**config.mk**
```make
export PLATFORM = sky130hd
export DESIGN_NAME = alu_pipe
export DESIGN_NICKNAME = d
export VERILOG_FILES = /design/src/rtl/alu_pipe.sv
export SDC_FILE = /design/constraint.sdc
export NUM_CORES = 1
export LEC_CHECK = 0
export BUFFER_PORTS_ARGS = -buffer_cell sky130_fd_sc_hd__buf_2
export CAP_MARGIN = 20
export CORE_MARGIN = 8
export CORE_UTILIZATION = 53
export CTS_CLUSTER_DIAMETER = 150
export DETAILED_ROUTE_END_ITERATION = 16
export GPL_TIMING_DRIVEN = 0
export PLACE_DENSITY = 0.73
export SYNTH_ARGS = -nofsm -noshare
export SYNTH_HDL_FRONTEND = slang
export SYNTH_SLANG_ARGS = --single-unit
```
**constraint.sdc**
```tcl
create_clock -name clk -period 3.5 [get_ports clk]
set_input_delay 0.525 -clock clk [delete_from_list [all_inputs] [get_ports clk]]
set_output_delay 0.525 -clock clk [all_outputs]
set_load 0.01 [all_outputs]
```
**src/rtl/alu_pipe.sv**
```systemverilog
// alu_pipe: pipelined ADD/SUB/AND/XOR with valid/ready handshake; the carry chain is resolved CHUNK bits per stage.
// Optional condition-code register enabled by defining ALU_PIPE_CC_EN.
module alu_pipe #(
    parameter int unsigned WIDTH = 64,
    parameter int unsigned CHUNK = 16
) (
    input  logic             clk,
    input  logic             rst_n,
    input  logic             in_valid,
    output logic             in_ready,
    input  logic [1:0]       op,
    input  logic [WIDTH-1:0] a,
    input  logic [WIDTH-1:0] b,
    input  logic             set_cc,
    output logic             out_valid,
    input  logic             out_ready,
    output logic [WIDTH-1:0] result,
    output logic             overflow,
    output logic             cc_zf,
    output logic             cc_sf,
    output logic             cc_of
);
    localparam int unsigned NSTAGE = WIDTH / CHUNK;

    typedef enum logic [1:0] {
        OP_ADD = 2'b00,
        OP_SUB = 2'b01,
        OP_AND = 2'b10,
        OP_XOR = 2'b11
    } op_e;

    logic             stall;

    logic             in_v  [NSTAGE];
    op_e              in_op [NSTAGE];
    logic             in_c  [NSTAGE];
    logic [WIDTH-1:0] in_x  [NSTAGE];
    logic [WIDTH-1:0] in_y  [NSTAGE];
    logic [WIDTH-1:0] in_r  [NSTAGE];

    logic [CHUNK:0]   sum   [NSTAGE];
    logic             c_d   [NSTAGE];
    logic [WIDTH-1:0] r_d   [NSTAGE];

    logic             v_q   [NSTAGE];
    op_e              op_q  [NSTAGE];
    logic             c_q   [NSTAGE];
    logic [WIDTH-1:0] x_q   [NSTAGE];
    logic [WIDTH-1:0] y_q   [NSTAGE];
    logic [WIDTH-1:0] r_q   [NSTAGE];

    assign out_valid = v_q[NSTAGE-1];
    assign result    = r_q[NSTAGE-1];
    assign stall     = out_valid && !out_ready;
    assign in_ready  = !stall;

    // SUB is b - a: b becomes the left operand, a is inverted and carry-in is 1.
    always_comb begin
        in_v[0]  = in_valid;
        in_op[0] = op_e'(op);
        in_x[0]  = (op_e'(op) == OP_SUB) ? b : a;
        in_y[0]  = (op_e'(op) == OP_SUB) ? ~a : b;
        in_c[0]  = (op_e'(op) == OP_SUB);
        in_r[0]  = '0;
        for (int unsigned k = 1; k < NSTAGE; k++) begin
            in_v[k]  = v_q[k-1];
            in_op[k] = op_q[k-1];
            in_x[k]  = x_q[k-1];
            in_y[k]  = y_q[k-1];
            in_c[k]  = c_q[k-1];
            in_r[k]  = r_q[k-1];
        end
    end

    always_comb begin
        for (int unsigned k = 0; k < NSTAGE; k++) begin
            sum[k] = {1'b0, in_x[k][k*CHUNK +: CHUNK]}
                   + {1'b0, in_y[k][k*CHUNK +: CHUNK]}
                   + {{CHUNK{1'b0}}, in_c[k]};
            c_d[k] = sum[k][CHUNK];
            r_d[k] = in_r[k];
            case (in_op[k])
                OP_ADD, OP_SUB: r_d[k][k*CHUNK +: CHUNK] = sum[k][CHUNK-1:0];
                OP_AND:         r_d[k][k*CHUNK +: CHUNK] = in_x[k][k*CHUNK +: CHUNK] & in_y[k][k*CHUNK +: CHUNK];
                default:        r_d[k][k*CHUNK +: CHUNK] = in_x[k][k*CHUNK +: CHUNK] ^ in_y[k][k*CHUNK +: CHUNK];
            endcase
        end
    end

    always_ff @(posedge clk or negedge rst_n) begin
        if (!rst_n) begin
            for (int unsigned k = 0; k < NSTAGE; k++) begin
                v_q[k]  <= 1'b0;
                op_q[k] <= OP_ADD;
                c_q[k]  <= 1'b0;
                x_q[k]  <= '0;
                y_q[k]  <= '0;
                r_q[k]  <= '0;
            end
        end else if (!stall) begin
            for (int unsigned k = 0; k < NSTAGE; k++) begin
                v_q[k]  <= in_v[k];
                op_q[k] <= in_op[k];
                c_q[k]  <= c_d[k];
                x_q[k]  <= in_x[k];
                y_q[k]  <= in_y[k];
                r_q[k]  <= r_d[k];
            end
        end
    end

    // Operands were swapped/inverted at entry, so ADD and SUB share one sign test.
    assign overflow = !op_q[NSTAGE-1][1]
                   && (x_q[NSTAGE-1][WIDTH-1] == y_q[NSTAGE-1][WIDTH-1])
                   && (result[WIDTH-1] != x_q[NSTAGE-1][WIDTH-1]);

    logic unused_tail;
    assign unused_tail = ^{c_q[NSTAGE-1], op_q[NSTAGE-1][0], x_q[NSTAGE-1], y_q[NSTAGE-1]};

`ifdef ALU_PIPE_CC_EN
    logic cc_q [NSTAGE];
    logic zf_q, sf_q, of_q;

    always_ff @(posedge clk or negedge rst_n) begin
        if (!rst_n) begin
            for (int unsigned k = 0; k < NSTAGE; k++) begin
                cc_q[k] <= 1'b0;
            end
        end else if (!stall) begin
            cc_q[0] <= set_cc;
            for (int unsigned k = 1; k < NSTAGE; k++) begin
                cc_q[k] <= cc_q[k-1];
            end
        end
    end

    always_ff @(posedge clk or negedge rst_n) begin
        if (!rst_n) begin
            zf_q <= 1'b1;
            sf_q <= 1'b0;
            of_q <= 1'b0;
        end else if (out_valid && out_ready && cc_q[NSTAGE-1]) begin
            zf_q <= (result == '0);
            sf_q <= result[WIDTH-1];
            of_q <= overflow;
        end
    end

    assign cc_zf = zf_q;
    assign cc_sf = sf_q;
    assign cc_of = of_q;
`else
    logic unused_set_cc;
    assign unused_set_cc = set_cc;
    assign cc_zf = 1'b1;
    assign cc_sf = 1'b0;
    assign cc_of = 1'b0;
`endif

endmodule

```
==> results.toml, run 1 <==
[timing]
period_share_pct = 94.5
hold_viol = 0
rsz0062_at_grt = "false"
period_minus_slack_ns = 3.31
slew_violations = 0
fmax_mhz = 302
worst_pin_slew_ns = 1.05
finalSetupViolations = 0
slew_headroom_pct = 30.2
fin_worst_skew_ns = 0.0166

[setup_path]
critPathLaunch = "op[1]"
crit_required_ns = 3.95
worst_setup_path_start_kind = "primary input"
arrival_ns = 3.76
critPathKind = "primary input to register"
cp_max_fo = 10
rr_startpoint = "out_valid$_DFFE_PN0N_"
worstSetupEndpointType = "register"

[power_and_ir_drop]
pwr_density_cell_mw_per_mm2 = 922
pwr-share-comb_pct = 42.5
peakVddDrop_mv = 0.515
p_int_mw = 12.0
clkPwrFrac_pct = 21.1
p_sw_mw = 8.11
switching_share_pct = 40.4
leakagePower_nw = 11.0
power_mw = 20.1
seqPwrFrac_pct = 36.3

[clocking]
clk_path_buf_depth = 3
clk_latency_ns = 0.53
clk_root_buffer_cell = "clkbuf_16"
numCtsBuffers = 39
tritoncts = "built"
htreeDepth = 2
cts.sinks = 368
postCtsSetupRepairBufs = 0
clkSlewWorstSetupHoldPaths_ns = 0.06

[synth]
ys_warn_count = 0
synthSimpleGateAreaFrac_pct = 20.4
syn_inst = 2162
synth_top_area_share_pct = 49.0
syn_area_sq_mm = 0.0188
synth.most_common_cell = "nand2_1"
synth_top_family_by_area = "simple AND/OR/NAND/NOR gates"
postSynthAreaPerCell_sq_um = 8.69
synth_xor_area_share_pct = 1.73
synthAdderAreaFrac_pct = 5.01
ys_top_cells_by_area = "dfrtp_1 49%, nand2_1 16%, o21ai_0 4.6%"
synth_commonest_cells = "798 x nand2_1, 368 x dfrtp_1, 173 x o21ai_0, 131 x a21oi_1, 110 x nor2_1"
yosys.area.top_type = "dfrtp_1"
ys_types = 68
yosys_most_used_dff = "dfrtp_1"
synth_seq_area_share_pct = 49.0
synth_edf_count = 0
synthMuxAreaShare_pct = 6.66
synth_compound_area_share_pct = 14.1
synth-seq-cells = 368
async_flop_share_pct = 100

[routing]
route.met3.wl_mm = 3.38
drt_iter0_markers = 1257
post_drt_wl_per_cell_um = 18.5
top_layer = "met4"
vias_per_cell = 5.59
drt-pass1-iter-count = 5
drtAntennaViolNets = 0
wl_met2_mm = 24.8
drc = 0
met1_length_mm = 23.9
wl_mm = 53.7
vias = 16200

[floorplan]
die_w_um = 204
core_sq_mm = 0.0352
row_count = 69
dieArea_sq_mm = 0.0417
io_pins = 205
start_util_pct = 53.3
die_h_um = 204

[global_route]
antenna_found_initial = 0
grt_pass1_wl_mm = 86.5
grt_usage_pct = 25.7
grt_max_degree = 120
grt_remaining_overflow = 0
grt_pass1_vias = 16300

[finish]
final_nets = 2613
antenna-diode-count = 0
layout-drive-gt1-share_pct = 13.9
final_area_sq_mm = 0.0218
syn_to_final_growth_pct = 16.1
fillers = 3090

[run]
drv_cap = 0

[place]
hpwl_mm = 40.0
io_buffers = 200
finalWeightedCongestion = 0.881
post_dp_cell_area_sq_mm = 0.0205

[hold_path]
hold_path_class = "primary input to register"
holdCritStartpoint = "in_valid"

[status]
outcome = "complete, no violations"
==> metal layers <==
metal | vias to the layer above | global-route usage (%)
met4 | 0 | 8.10
met1 | 7870 | 35.6
met5 | - | 0
met3 | 93 | 4.06
met2 | 476 | 40.9
li1 | 7734 | -
==> path summary, 6_finish.rpt <==
path	slack (ns)	endpoint	cells after the start
setup / recovery	0.19	in_r[142]$_DFFE_PN0N_	12
setup reg to reg	0.32	result[26]$_DFFE_PN0N_	7
hold reg to reg	0.46	result[16]$_DFFE_PN0N_	2
min in group asynchronous	0.50	result[13]$_DFFE_PN0N_	2
hold / removal	0.20	in_v[2]$_DFFE_PN0N_	3
max in group asynchronous	1.21	in_y[167]$_DFFE_PN0N_	5
==> critical path, stage by stage <==
cell and delay (ns):
buf_2 0.12, nand2b_1 0.14, clkbuf_4 0.30, buf_2 0.32, mux2_2 0.37, ha_1 0.38
a21o_1 0.21, a221o_1 0.38, o21bai_1 0.19, a31oi_1 0.35, mux2_1 0.36, nor2_1 0.10
==> cell families (layout without fill, tap and decap cells) <==
family,count (synthesis),count (layout)
AO/OA/AOI/OAI,444,444
buffers and inverters,144,414
flip-flops,368,368
multiplexers,120,120
adder cells (fa/ha/maj),71,71
XOR/XNOR,37,37
other,2,3
AND/OR/NAND/NOR,976,976
==> final cells by class <==
class | instances | area, sq um | area share (%)
Sequential cell | 368 | 9210 | 42.2
Multi-Input combinational cell | 1651 | 9000 | 41.3
Clock buffer | 59 | 1220 | 5.61
Timing Repair Buffer | 204 | 1100 | 5.06
Tap cell | 461 | 577 | 2.65
Buffer | 128 | 537 | 2.46
Clock inverter | 8 | 101 | 0.465
Inverter | 15 | 56.3 | 0.258
==> layout by cell type, fill, tap and decap left out, types with 14 or more instances in the layout <==
cell	n
xor2_1	18
nand2_1	798
inv_1	14
o21ai_0	172
buf_1	16
o21ai_1	14
clkbuf_1	94
a21o_1	25
xnor2_1	19
mux2i_1	80
dfrtp_1	368
mux2_2	38
nor3_1	14
buf_2	213
nor2_1	110
clkbuf_16	41
ha_1	64
a21oi_1	131
o21a_1	19
==> power by group through the flow <==
| stage | clock network (mW) | logic (mW) | registers (mW) |
|---|---|---|---|
| floorplan | 0 | 5.77 | 7.14 |
| global placement | 0 | 8.19 | 7.28 |
| detailed placement | 0 | 8.43 | 7.34 |
| CTS | 4.27 | 8.50 | 7.28 |
| global route | 4.45 | 9.55 | 7.50 |
| finish | 4.25 | 8.55 | 7.31 |
==> state kept, by name, summed over array words and instances (netlist names) <==
register and cells:
x_q 1, in_v 3, result 64, op_q 1, in_y 96, in_r 96, in_x 96, c_q 3
y_q 1, in_op 6, out_valid 1
==> what timing repair did <==
action,CTS,global route
hold endpoints to repair,55,0
setup endpoints to repair,17,4
gates cloned,0,0
resized for setup,12,6
hold buffers,1,0
==> through the flow <==
stage	utilization (%)	instances	hold slack (ns)	worst slack, ns	setup TNS (ns)
6_report	61.9	2894	0.196	0.192	0
5_1_grt	61.9	2894	0.219	0.0175	0
4_1_cts	61.9	2894	0.188	0.0699	0
3_5_place_dp	58.1	2827	0.447	-1.39	-17.91
3_3_place_gp	57.8	2824	0.444	-5.07	-1863.22
2_1_floorplan	-	2163	0.229	0.0784	0
Note: power is estimated with default switching activity, not from simulation.
==> run 2, diff against run 1 <==
==> constraint.sdc (replaced) <==
create_clock -name clk -period 3.5 [get_ports clk]
set_input_delay 0.175 -clock clk [delete_from_list [all_inputs] [get_ports clk]]
set_output_delay 0.175 -clock clk [all_outputs]
set_load 0.01 [all_outputs]
==> results.toml, run 2 (synthesis gave the netlist of run 1 again) <==
[status]
outcome = "finished, violations left"
violations = "negative hold slack"

[power_and_ir_drop]
leakagePower_nw = 11.5
power_mw = 20.2
peakVddDrop_mv = 0.517
pwr_density_cell_mw_per_mm2 = 885

[global_route]
grt_remaining_overflow = 0
antenna_found_initial = 0
grt_max_degree = 120
grtUsageMet2_pct = 43.3
grt_pass1_wl_mm = 89.7
grt.met3_usage_pct = 4.12
busiest_layer = "met2"
grt_pass1_vias = 17000
use_met1_pct = 36.3
grt_usage_pct = 26.6

[clocking]
tritoncts = "built"
clk_latency_ns = 0.53
numCtsBuffers = 39
clk_path_buf_depth = 3
htreeDepth = 2
clkSlewWorstSetupHoldPaths_ns = 0.06
clk_root_buffer_cell = "clkbuf_16"
cts.sinks = 368

[setup_path]
worstSetupEndpointType = "output port"
arrival_ns = 3.10
cp_max_fo = 10
worst_setup_path_start_kind = "register"
cp_slowest_cell = "clkbuf_1"
crit_required_ns = 3.32
critPathKind = "register to output port"
worst_path_most_repeated_cell = "buf_2"
critPathMaxStageDelay_ns = 0.60
cp_cell_sequence = "nor2b_1, buf_2, inv_2, clkbuf_1, buf_1, buf_2"

[finish]
layout-drive-gt1-share_pct = 13.2
final-seq-area_sq_mm = 0.00921
final_common_cell = "nand2_1"
final_area_sq_mm = 0.0229
layout_common_cells = "798 x nand2_1, 368 x dfrtp_1, 210 x buf_2, 173 x o21ai_0, 131 x a21oi_1"
syn_to_final_growth_pct = 21.7
antenna-diode-count = 0
multi_input_area_sq_mm = 0.00900
fillers = 2978
final_nets = 2719

[routing]
vias = 16700
drt_iter0_markers = 1290
drtAntennaViolNets = 0
post_drt_wl_per_cell_um = 18.5
vias_per_cell = 5.57
drt-pass1-iter-count = 7
wl_mm = 55.5
drc = 0

[run]
drv_cap = 0

[floorplan]
die_w_um = 204
core_sq_mm = 0.0352
die_h_um = 204
row_count = 69
dieArea_sq_mm = 0.0417
io_pins = 205
start_util_pct = 53.3

[timing]
hold_viol = 1
period_share_pct = 93.6
rsz0062_at_grt = "false"
fmax_mhz = 305
fin_worst_skew_ns = 0.0169
slew_violations = 0
slew_headroom_pct = 29.0
finalSetupViolations = 0
worst_pin_slew_ns = 1.06
whs_ns = -0.00201
period_minus_slack_ns = 3.27

[hold_path]
hold_path_class = "primary input to register"

[place]
hpwl_mm = 40.0
finalWeightedCongestion = 0.881
post_dp_cell_area_sq_mm = 0.0205
io_buffers = 200
## run 2: timing repair
action | CTS | global route
setup endpoints to repair | 13 | 6
gates resized for setup | 4 | 4
buffers inserted | 0 | 0
hold buffers | 106 | 0
endpoints found under the hold margin | 145 | 0
gates cloned | 0 | 0
## run 2: worst paths after layout
check,startpoint,endpoint,slack [ns],cells past startpoint
setup / recovery,out_valid$_DFFE_PN0N_,in_ready,0.23,6
hold / removal,a[55],in_y[183]$_DFFE_PN0N_,-0.002,4
setup reg to reg,out_valid$_DFFE_PN0N_,result[26]$_DFFE_PN0N_,0.27,7
hold reg to reg,in_v[0]$_DFFE_PN0N_,in_v[0]$_DFFE_PN0N_,0.46,2
max in group asynchronous,rst_n,in_x[108]$_DFFE_PN0N_,1.56,5
min in group asynchronous,rst_n,result[13]$_DFFE_PN0N_,0.16,2
## run 2: through the flow
step | TNS [ns] | utilization, % | hold WS (ns) | instances | setup slack [ns]
final | 0 | 64.9 | -0.00201 | 3000 | 0.225
after global routing | 0 | 64.9 | 0.0131 | 3000 | 0.0290
after detailed placement | -12.20 | 58.1 | 0.115 | 2827 | -1.04
after global placement | -1728.75 | 57.8 | 0.380 | 2824 | -4.72
after CTS | 0 | 64.9 | 0.000924 | 3000 | 0.122
after floorplan | 0 | - | -0.121 | 2163 | 0.428
## run 2: critical path, delay by kind of cell, from the launching register on
kind / cells / cell delay (ns)
buffers and inverters: 5 / 1.97
and+or+nand+nor: 1 / 0.21
DFF: 1 / 0.37
## run 2: routing by layer
metal,vias up,wire length [um]
met5,-,0
met1,8155,24200
met4,0,1520
li1,7935,-
met2,521,26100
met3,93,3570
## run 2: cell type report
class	instances	area share, %
sequential	368	40.3
tap	461	2.52
clock buffer	59	5.35
buffer	129	2.34
timing repair buffer	309	9.43
inverter	15	0.246
multi-input combinational	1651	39.4
clock inverter	8	0.443
## run 2: power by group
group | total, mW | switching [mW] | internal (mW)
sequential | 7.31 | 1.19 | 6.12
clock | 4.25 | 1.69 | 2.55
combinational | 8.68 | 5.28 | 3.40
==> run 3, diff against run 2 <==
--- a/config.mk
+++ b/config.mk
@@ -8,11 +8,10 @@
 export BUFFER_PORTS_ARGS = -buffer_cell sky130_fd_sc_hd__buf_2
 export CAP_MARGIN = 20
 export CORE_MARGIN = 8
-export CORE_UTILIZATION = 53
+export CORE_UTILIZATION = 35
 export CTS_CLUSTER_DIAMETER = 150
 export DETAILED_ROUTE_END_ITERATION = 16
 export GPL_TIMING_DRIVEN = 0
-export PLACE_DENSITY = 0.73
 export SYNTH_ARGS = -nofsm -noshare
 export SYNTH_HDL_FRONTEND = slang
 export SYNTH_SLANG_ARGS = --single-unit
==> results.toml, run 3 (synthesis gave the netlist of run 1 again) <==
[status]
outcome = "finished, violations left"
violations = "negative hold slack"

[routing]
vias = 16400
post_drt_wl_per_cell_um = 18.1
drt-pass1-iter-count = 5
vias_per_cell = 5.02
drc = 0
drt_iter0_markers = 945
drtAntennaViolNets = 0
wl_mm = 59.1

[finish]
final_cells = 3266
antenna-diode-count = 0
final_nets = 2749
final_area_sq_mm = 0.0234
final_common_cell = "nand2_1"
syn_to_final_growth_pct = 24.5
layout_common_cells = "798 x nand2_1, 368 x dfrtp_1, 211 x buf_2, 173 x o21ai_0, 135 x dlygate4sd3_1"
layout-drive-gt1-share_pct = 13.0

[setup_path]
r2r_cells = 7
critPathKind = "register to register"
crit_required_ns = 3.99
worstSetupEndpointType = "register"
r2r_setup_slack_ns = 0.16
arrival_ns = 3.83
rr_startpoint = "out_valid$_DFFE_PN0N_"
reg2reg_to = "result[39]$_DFFE_PN0N_"
cp_slowest_cell = "clkbuf_1"
worst_setup_path_start_kind = "register"
cp_cell_sequence = "nor2b_1, buf_2, buf_2, clkbuf_1, clkbuf_1, nand2_1, nand2_1"
crit_family = "buffers and inverters"
path_buf_inv = 4
cp_max_fo = 10
critPathMaxStageDelay_ns = 0.78

[clocking]
numCtsBuffers = 41
clk_path_buf_depth = 3
clkSlewWorstSetupHoldPaths_ns = 0.06
tritoncts = "built"
postCtsSetupRepairBufs = 0
htreeDepth = 2
clk_latency_ns = 0.57
clk_root_buffer_cell = "clkbuf_16"
cts.sinks = 368

[timing]
slew_violations = 0
setup_slack_ns = 0.155
fin_setup_tns_ns = 0
fin_worst_skew_ns = 0.0206
hold_viol = 1
fmax_mhz = 299
period_share_pct = 95.6
period_minus_slack_ns = 3.34
finalSetupViolations = 0
whs_ns = -0.000344
slew_headroom_pct = 30.0
worst_pin_slew_ns = 1.05
rsz0062_at_grt = "false"

[global_route]
grt_pass1_vias = 16500
antenna_found_initial = 2
grt_max_degree = 113
grt_pass1_wl_mm = 92.4
grt_remaining_overflow = 0
grt_usage_pct = 19.2

[power_and_ir_drop]
peakVddDrop_mv = 0.370
p_sw_mw = 8.20
p_int_mw = 12.0
seqPwrFrac_pct = 36.4
leakagePower_nw = 11.5
pwr-share-comb_pct = 43.0
switching_share_pct = 40.7
clkPwrFrac_pct = 20.7
pwr_density_cell_mw_per_mm2 = 862
power_mw = 20.2

[floorplan]
dieArea_sq_mm = 0.0613
row_count = 85
die_h_um = 248
start_util_pct = 35.2
die_w_um = 248
io_pins = 205
core_sq_mm = 0.0534

[place]
post_dp_cell_area_sq_mm = 0.0207
place_ws_ns = -1.51
io_buffers = 200
finalWeightedCongestion = 0.889
dp.cells = 3062
hpwl_mm = 43.9

[hold_path]
whs_path_depth = 4
hold_path_class = "primary input to register"
holdCritStartpoint = "a[51]"
hold_end = "in_y[179]$_DFFE_PN0N_"

[run]
drv_cap = 0
[run 3: changes by cell type in the layout (fill, tap and decap cells not counted), sizes merged]
cell	before	now
clkbuf	155	152
clkinv	3	6
inv	15	18
bufinv	2	1
buf	235	236
dlygate4sd3	106	135
clkinvlp	3	2
[run 3: final cells by class]
class | instances | area, sq um
multi-input combinational | 1651 | 9000
tap | 696 | 871
buffer | 128 | 534
clock inverter | 12 | 101
inverter | 15 | 56.3
timing repair buffer | 338 | 2440
fill | 5298 | 30000
sequential | 368 | 9210
clock buffer | 58 | 1170
[run 3: through the flow]
step	utilization (%)	hold WS, ns
floorplan	-	-0.121
global placement	38.7	0.385
detailed placement	38.9	0.220
CTS	43.8	0.00213
global route	43.8	0.0206
finish	43.8	-0.000344
[run 3: worst max-delay path by stage]
| stage | start | endpoint | slack, ns | cells past startpoint |
|---|---|---|---|---|
| 2_1_floorplan | op[1] | in_r[141]$_DFFE_PN0N_ | 0.43 | 12 |
| 3_3_place_gp | rst_n | in_y[147]$_DFFE_PN0N_ | -4.85 | 1 |
| 3_5_place_dp | op[1] | in_r[141]$_DFFE_PN0N_ | -1.51 | 14 |
| 4_1_cts | out_valid$_DFFE_PN0N_ | in_ready | 0.03 | 6 |
| 5_1_grt | out_valid$_DFFE_PN0N_ | in_y[145]$_DFFE_PN0N_ | 0.03 | 7 |
| 6_report | out_valid$_DFFE_PN0N_ | result[39]$_DFFE_PN0N_ | 0.16 | 7 |
[run 3: what timing repair did]
item                                   4_1_cts  5_1_grt
setup endpoints to repair                   16        7
endpoints found under the hold margin      179        0
hold buffers                               135        0
resized for setup                            6        3
[run 3: layer usage]
metal  vias up  routed length [um]  track usage (%)
met4         4                1640             6.25
met3        91                2860             2.88
li1       7999                   -                -
met1      7912               27200             25.9
met5         -                  24                0
met2       399               27300             31.4
[run 3: worst reg2reg max path: cells and delay by family (launching register included)]
family / cells / cell delay [ns]
buffers and inverters: 4 / 2.22
flip-flops: 1 / 0.35
AND/OR/NAND/NOR: 3 / 0.71
[run 3: power by group through the flow]
| stage | combinational, mW | clock (mW) | sequential [mW] |
|---|---|---|---|
| global placement | 8.37 | 0 | 7.34 |
| floorplan | 5.77 | 0 | 7.14 |
| CTS | 8.68 | 4.24 | 7.34 |
| global route | 9.76 | 4.41 | 7.56 |
| finish | 8.66 | 4.16 | 7.33 |
| detailed placement | 8.50 | 0 | 7.40 |
